--- src/rtl/cl_msg_serializer.sv ---
// rtl/cl_msg_serializer.sv - 128b capture message to 32b word serializer with capture trailer
//
// Pops 128b messages from a first-word-fall-through capture FIFO and writes
// them to the PC FIFO as four 32b words, most significant word first.
// A cl_done pulse queues one trailer word {TRAILER_TAG, message count}; it is
// written once the capture FIFO has drained.
//
// Ports
//   bus_clk    in   single clock
//   reset_n    in   synchronous reset, active low
//   in_data    in   head of the capture FIFO (FWFT)
//   in_empty   in   capture FIFO empty
//   in_rd_en   out  pop strobe to the capture FIFO
//   cl_done    in   one-cycle pulse, capture finished
//   out_data   out  word written to the PC FIFO
//   out_wr_en  out  write strobe to the PC FIFO
//   out_full   in   PC FIFO full
//   busy       out  serializer active or trailer pending
//   n_msg      out  messages popped since the last trailer
module cl_msg_serializer #(
   parameter logic [15:0] TRAILER_TAG = 16'hEEEE,
   parameter int          CNT_W       = 16
) (
   input  logic             bus_clk,
   input  logic             reset_n,
   input  logic [127:0]     in_data,
   input  logic             in_empty,
   output logic             in_rd_en,
   input  logic             cl_done,
   output logic [31:0]      out_data,
   output logic             out_wr_en,
   input  logic             out_full,
   output logic             busy,
   output logic [CNT_W-1:0] n_msg
);

   localparam logic [1:0] ST_IDLE    = 2'd0;
   localparam logic [1:0] ST_SEND    = 2'd1;
   localparam logic [1:0] ST_TRAILER = 2'd2;

   logic [1:0]       state;
   logic [1:0]       idx;
   logic [127:0]     shreg;
   logic             done_pend;
   logic [CNT_W-1:0] msg_cnt;

   logic             pop;
   logic             wr;
   logic             trailer_wr;
   logic [15:0]      cnt_ext;

   // Outputs are qualified with reset_n so nothing is popped or written
   // while reset is held, even though the FIFO may already hold data.
   // The pop at idx==0 in SEND lets the next message follow without a bubble.
   always_comb begin
      pop = reset_n && !in_empty &&
            ((state == ST_IDLE) ||
             (state == ST_SEND && idx == 2'd0 && !out_full));
   end

   always_comb begin
      wr = reset_n && !out_full &&
           (state == ST_SEND || state == ST_TRAILER);
   end

   always_comb begin
      trailer_wr = wr && (state == ST_TRAILER);
   end

   always_comb begin
      cnt_ext = '0;
      cnt_ext[CNT_W-1:0] = msg_cnt;
   end

   always_comb begin
      out_data = '0;
      if (reset_n) begin
         case (state)
            ST_SEND:    out_data = shreg[{idx, 5'b0} +: 32];
            ST_TRAILER: out_data = {TRAILER_TAG, cnt_ext};
            default:    out_data = '0;
         endcase
      end
   end

   assign in_rd_en  = pop;
   assign out_wr_en = wr;
   assign busy      = reset_n && ((state != ST_IDLE) || done_pend);
   assign n_msg     = msg_cnt;

   always_ff @(posedge bus_clk) begin
      if (!reset_n) begin
         state     <= ST_IDLE;
         idx       <= 2'd3;
         shreg     <= '0;
         done_pend <= 1'b0;
         msg_cnt   <= '0;
      end else begin
         // A pulse coinciding with the trailer write survives and produces
         // a second, zero-count trailer.
         done_pend <= cl_done || (done_pend && !trailer_wr);

         case (state)
            ST_IDLE: begin
               if (!in_empty) begin
                  state <= ST_SEND;
               end else if (done_pend) begin
                  state <= ST_TRAILER;
               end
            end
            ST_SEND: begin
               if (!out_full) begin
                  if (idx == 2'd0) begin
                     if (in_empty) begin
                        state <= ST_IDLE;
                     end
                  end else begin
                     idx <= idx - 2'd1;
                  end
               end
            end
            ST_TRAILER: begin
               if (!out_full) begin
                  msg_cnt <= '0;
                  state   <= ST_IDLE;
               end
            end
            default: begin
               state <= ST_IDLE;
            end
         endcase

         // Pops never happen in TRAILER, so this never collides with the clear.
         if (pop) begin
            shreg <= in_data;
            idx   <= 2'd3;
            if (msg_cnt != {CNT_W{1'b1}}) begin
               msg_cnt <= msg_cnt + 1'b1;
            end
         end
      end
   end

endmodule
--- config.mk ---
export PLATFORM = sky130hd
export DESIGN_NAME = cl_msg_serializer
export DESIGN_NICKNAME = d
export VERILOG_FILES = /design/src/rtl/cl_msg_serializer.sv
export SDC_FILE = /design/constraint.sdc
export NUM_CORES = 1
export LEC_CHECK = 0
export BUFFER_PORTS_ARGS = -buffer_cell sky130_fd_sc_hd__buf_2
export CAP_MARGIN = 20
export CORE_MARGIN = 5
export CORE_UTILIZATION = 45
export CTS_CLUSTER_DIAMETER = 120
export DETAILED_ROUTE_END_ITERATION = 7
export GPL_TIMING_DRIVEN = 0
export PLACE_DENSITY = 0.7
export SETUP_SLACK_MARGIN = 0.02
export SLEW_MARGIN = 20
export SYNTH_ARGS = -nofsm -noshare
export SYNTH_HDL_FRONTEND = slang
export SYNTH_SLANG_ARGS = --single-unit
--- constraint.sdc ---
create_clock -name bus_clk -period 2.5 [get_ports bus_clk]
set_input_delay 0.125 -clock bus_clk [delete_from_list [all_inputs] [get_ports bus_clk]]
set_output_delay 0.125 -clock bus_clk [all_outputs]
set_load 0.005 [all_outputs]
After elaboration in Yosys (flattened, before gate mapping). Index checks and enable logic that the tools add are counted.

Flip-flop bits (word level): 149. Input port bits: 133. Output and inout port bits: 51.

Add/sub/neg operators: 2. Eq/ne operators: 8. Shift operators: 1. Muxes and demuxes: 13. Bitwise gates (word level): 3. Reductions and logical operators: 22.

Operators by type and width (number): variable part select 128 x 8 -> 32 bit (1); two-way mux 16 bit (4); one-hot mux 32 bit (2 select lines) (1); two-way mux 32 bit (1); adder 16 x 1 -> 16 bit, second input constant (1); inequality test 16 bit, second input constant (1); two-way mux 2 bit (6); logical AND 1 bit (9); inequality test 2 bit, second input constant (3); one-hot mux 2 bit (3 select lines) (1); AND reduction 5 bit (1); logical NOT 2 bit (2); logical OR 1 bit (4); logical NOT 1 bit (3); inequality test 3 bit, second input constant (1); NOT 1 bit (3); AND reduction 3 bit (1); equality test 2 x 1 -> 1 bit, second input constant (1); equality test 2 bit, second input constant (1); inequality test 2 x 1 -> 1 bit, second input constant (1); nonzero test 2 bit (1); OR reduction 2 bit (1); subtractor 2 x 1 -> 2 bit, second input constant (1).

Longest topological paths before layout.
Depth after elaboration: 7. Gate-level depth with buffers: 11. Depth with buffers taken out: 7.

Worst setup path before layout. OpenSTA, ideal clock, no wires.

Path type: reg-to-reg. Start point: reg idx[0]. End point: reg shreg[10]. Arrival time: 2121 ps. Required time: 2430 ps. Path slack: 309 ps. Stages on the path, launching flop included: 12. Path buffers: 5. Cells stage by stage: dfxtp_1 -> clkbuf_1 -> buf_2 -> inv_1 -> ha_1 -> nand4bb_1 -> and2_1 -> buf_2 -> buf_2 -> buf_2 -> nand2_1 -> a21oi_1.

Cells in the longest elaborated chain, start to end: 5.

RTL lines: from (decl) (RTL line 42) `logic [1:0] idx;`; from (signal assigned) (RTL line 118) `idx <= idx - 2'd1;`; logical NOT 2 bit (RTL line 58) `(state == ST_SEND && idx == 2'd0 && !out_full));`; logical AND 1 bit (2 in a row) (RTL line 58); logical OR 1 bit (RTL line 57) `((state == ST_IDLE) ||`; logical AND 1 bit (RTL line 56) `pop = reset_n && !in_empty &&`; to (signal assigned) (RTL line 135) `shreg <= in_data;`; to (decl) (RTL line 43) `logic [127:0] shreg;`.

No other way between the ends. A chain may end at the register's enable or synchronous reset.

Worst setup path after layout.
Start point: reg idx[1]. End point: out out_data[13].

Cells in the longest elaborated chain, start to end: 3.

RTL lines: variable part select 128 x 8 -> 32 bit (RTL line 79) `ST_SEND: out_data = shreg[{idx, 5'b0} +: 32];`; one-hot mux 32 bit (2 select lines) (RTL line 78) `case (state)`; two-way mux 32 bit (RTL line 77) `if (reset_n) begin`; to (decl) (RTL line 30) `output logic [31:0] out_data,`.

No other way between the ends.

==> metrics.md <==
| Metric | Value |
|---|---|
| CTS tree | `yes` |
| Site row count | `44` |
| Drt first-iter violations | `608` |
| Total routing resource utilization after global routing | `27.6%` |
| Setup crit start kind | `register` |
| Layout overhead on the synthesized area | `45.6%` |
| Starting Density | `46.1%` |
| Clock buffer depth | `2` |
| Share of flip-flops with an asynchronous set or reset after synthesis | `0%` |
| DRC violations left | `0` |
| 1st-pass router iterations | `8` |
| Worst Setup End Kind | `primary output` |
| Via count of the first global-routing pass | `7,445` |
| Routed Antenna Nets | `0` |
| Number of distinct library cells after synthesis | `48` |
| Required time of the critical path | `2380 ps` |
| Total gr overflow | `0` |
| Final setup violation count | `0` |
| Leakage Power | `0.00416 µW` |
| Routed wire per std cell | `18.5 µm` |
| Area of the core | `0.0146 mm²` |
| Sequential fraction of the synthesis area | `44.4%` |
| Most instantiated flip-flop cell in the synthesis netlist | `dfxtp_1` |
| Buffers on Ports | `183` |
| Max FO, Critical Path | `10` |
| Arrival time of data at the critical path endpoint | `2230 ps` |
| TritonCTS buffer count | `17` |
| Wire length of the first global-routing pass | `38,700 µm` |
| Synthesized flop and latch total | `149` |
| Placer congestion estimate | `0.891` |
| Final worst path period share | `94.3%` |
| Outcome | `finished clean` |
| Worst slew margin relative to its limit | `56.0%` |
| I/O Pins | `184` |
| Most common library cell in the layout ignoring fill and taps | `nand2_1` |
| Minimum setup slack in the final design | `142 ps` |
| Transition at the pin with the smallest max-transition slack | `660 ps` |
| Commonest non-fill, non-tap cells in the layout | `nand2_1, buf_2, dfxtp_1` |
| DIE HEIGHT | `132 µm` |
| Share of layout cells above drive strength 1 | `25.9%` |
| Reported max-cap violation count | `0` |
| Maximum number of pins on one net before global-route repair | `17` |
| Worst vdd rail ir drop | `0.498 mV` |
| Via total after detailed routing | `7,399` |
| Unrepaired setup endpoints after global routing | `false` |
| Final max-slew violation count | `0` |
| Shortest clock period the worst path allows after layout | `2360 ps` |
| Worst hold path type | `in -> reg` |
| Mapped Nets | `944` |
| WS Path Type | `reg -> out` |
| Number of synthesized flops with an enable pin | `0` |
| Die outline area | `0.0175 mm²` |
| Pwr/cell area | `644 mW/mm²` |
| Clock tree root driver cell | `clkbuf_16` |
| Fill count | `1,172` |
| Average footprint of a synthesized cell | `8.34 µm²` |
| Width of the chip | `132 µm` |
| Sinks on Clock Net | `149` |
| Placement-stage worst setup slack | `-544 ps` |
| Clock slew at reported path FFs | `60 ps` |
| Number of standard cells after synthesis | `806` |
| Post-detail-place hpwl | `16,000 µm` |
| Cells taking the most area after synthesis | `dfxtp_1, nand2_1, mux4_2` |
| Worst-skew pair later-pin latency | `430 ps` |
| Final number of hold-violating endpoints | `0` |
| Via-per-instance ratio | `5.55` |
| Worst Skew | `12.3 ps` |
| Cell type contributing the most total cell area after synthesis | `dfxtp_1` |
| Warnings, synthesis | `0` |
| Number of H-tree levels | `4` |
| Yosys top cell area share | `44.4%` |
| Final net count | `1,273` |
| Number of antenna violations at the first check in global routing | `2` |
| Drt total wl | `24,600 µm` |
| Post-synthesis cell area | `0.00672 mm²` |
| Hold_ws | `161 ps` |
| FMAX | `424 MHz` |
## synth_stat cells, types with 4 or more instances
master,instances
buf_2,13
ha_1,5
a21oi_1,135
mux4_2,32
or4_1,7
clkbuf_1,44
dfxtp_1,149
and3_1,6
buf_1,4
o211ai_2,4
o211ai_1,4
and2_1,6
nor2_1,28
nand4_1,11
inv_1,8
o2111ai_1,4
nand3_1,9
nand2_1,277
a22o_1,16
## cells by family (layout without fill, tap and decap cells)
logic type      count (synthesis)  after routing  share of synthesized area [%]
simple gates                  365            365                           23.0
compound gates                179            179                           16.0
flops                         149            149                           44.4
buf+inv                        74            416                           4.73
mux                            32             32                           10.7
fa+ha+maj                       5              5                          0.931
xor+xnor                        2              2                          0.261
other cells                     0              2                              0
## area by class of cell
type | count | area (µm²) | share of cell area [%]
inverter | 9 | 33.8 | 0.345
timing repair buffer | 313 | 2220 | 22.7
tap | 184 | 230 | 2.35
clock inverter | 14 | 128 | 1.30
sequential | 149 | 2990 | 30.5
clock buffer | 18 | 439 | 4.49
buffer | 62 | 325 | 3.32
antenna | 2 | 5.00 | 0.0511
multi-input combinational | 583 | 3420 | 35.0
## metal layers
metal	part of all wire [%]	track usage [%]	vias to the layer above
met2	50	46.0	374
li1	-	-	3464
met3	8.0	6.22	73
met4	3.4	12.1	0
met1	39	34.3	3488
met5	0	0	-
## final timing paths
| check | start | endpoint | slack, ps | cells after the start |
|---|---|---|---|---|
| worst max-delay path | idx[1] | out_data[13] | 140 | 4 |
| worst min-delay path | out_full | idx[1] | 160 | 4 |
| worst max register to register | idx[0] | shreg[120] | 200 | 9 |
| worst min register to register | shreg[32] | shreg[32] | 450 | 2 |
## per-stage QoR
| step | power [µW] | util [%] | TNS [ps] | std cells | area (µm²) |
|---|---|---|---|---|---|
| after detailed placement | 3680 | 53.9 | -58710 | 1173 | 7870 |
| after floorplan | 3300 | - | 0 | 806 | 6720 |
| after global routing | 6540 | 67.1 | 0 | 1334 | 9790 |
| after CTS | 6270 | 66.8 | 0 | 1333 | 9750 |
| final | 6300 | 67.1 | 0 | 1334 | 9790 |
| after global placement | 3660 | 53.9 | -46910 | 1173 | 7870 |
## flip-flops by register name (all words and copies together), names as in the netlist
signal,count
idx,2
done_pend,1
n_msg,16
state,2
shreg,128
## critical path: stages, from the launching register on
cell,delay [ps]
dfxtp_2,440
clkbuf_1,540
mux4_2,460
a22o_1,230
buf_2,140
## repair_timing
action,CTS,global route
buffers inserted,0,0
pin swaps,0,0
setup endpoints to repair,176,144
hold buffers,130,0
gates resized for setup,10,34
hold endpoints to repair,130,0
cloned,0,0
## power breakdown
group	internal, µW	switching [µW]	leakage, µW
clock network	1400	1060	0.000257
registers	2560	106	0.00122
logic	529	645	0.00268
total	4490	1820	0.00416
(Power assumes the default switching activity.)
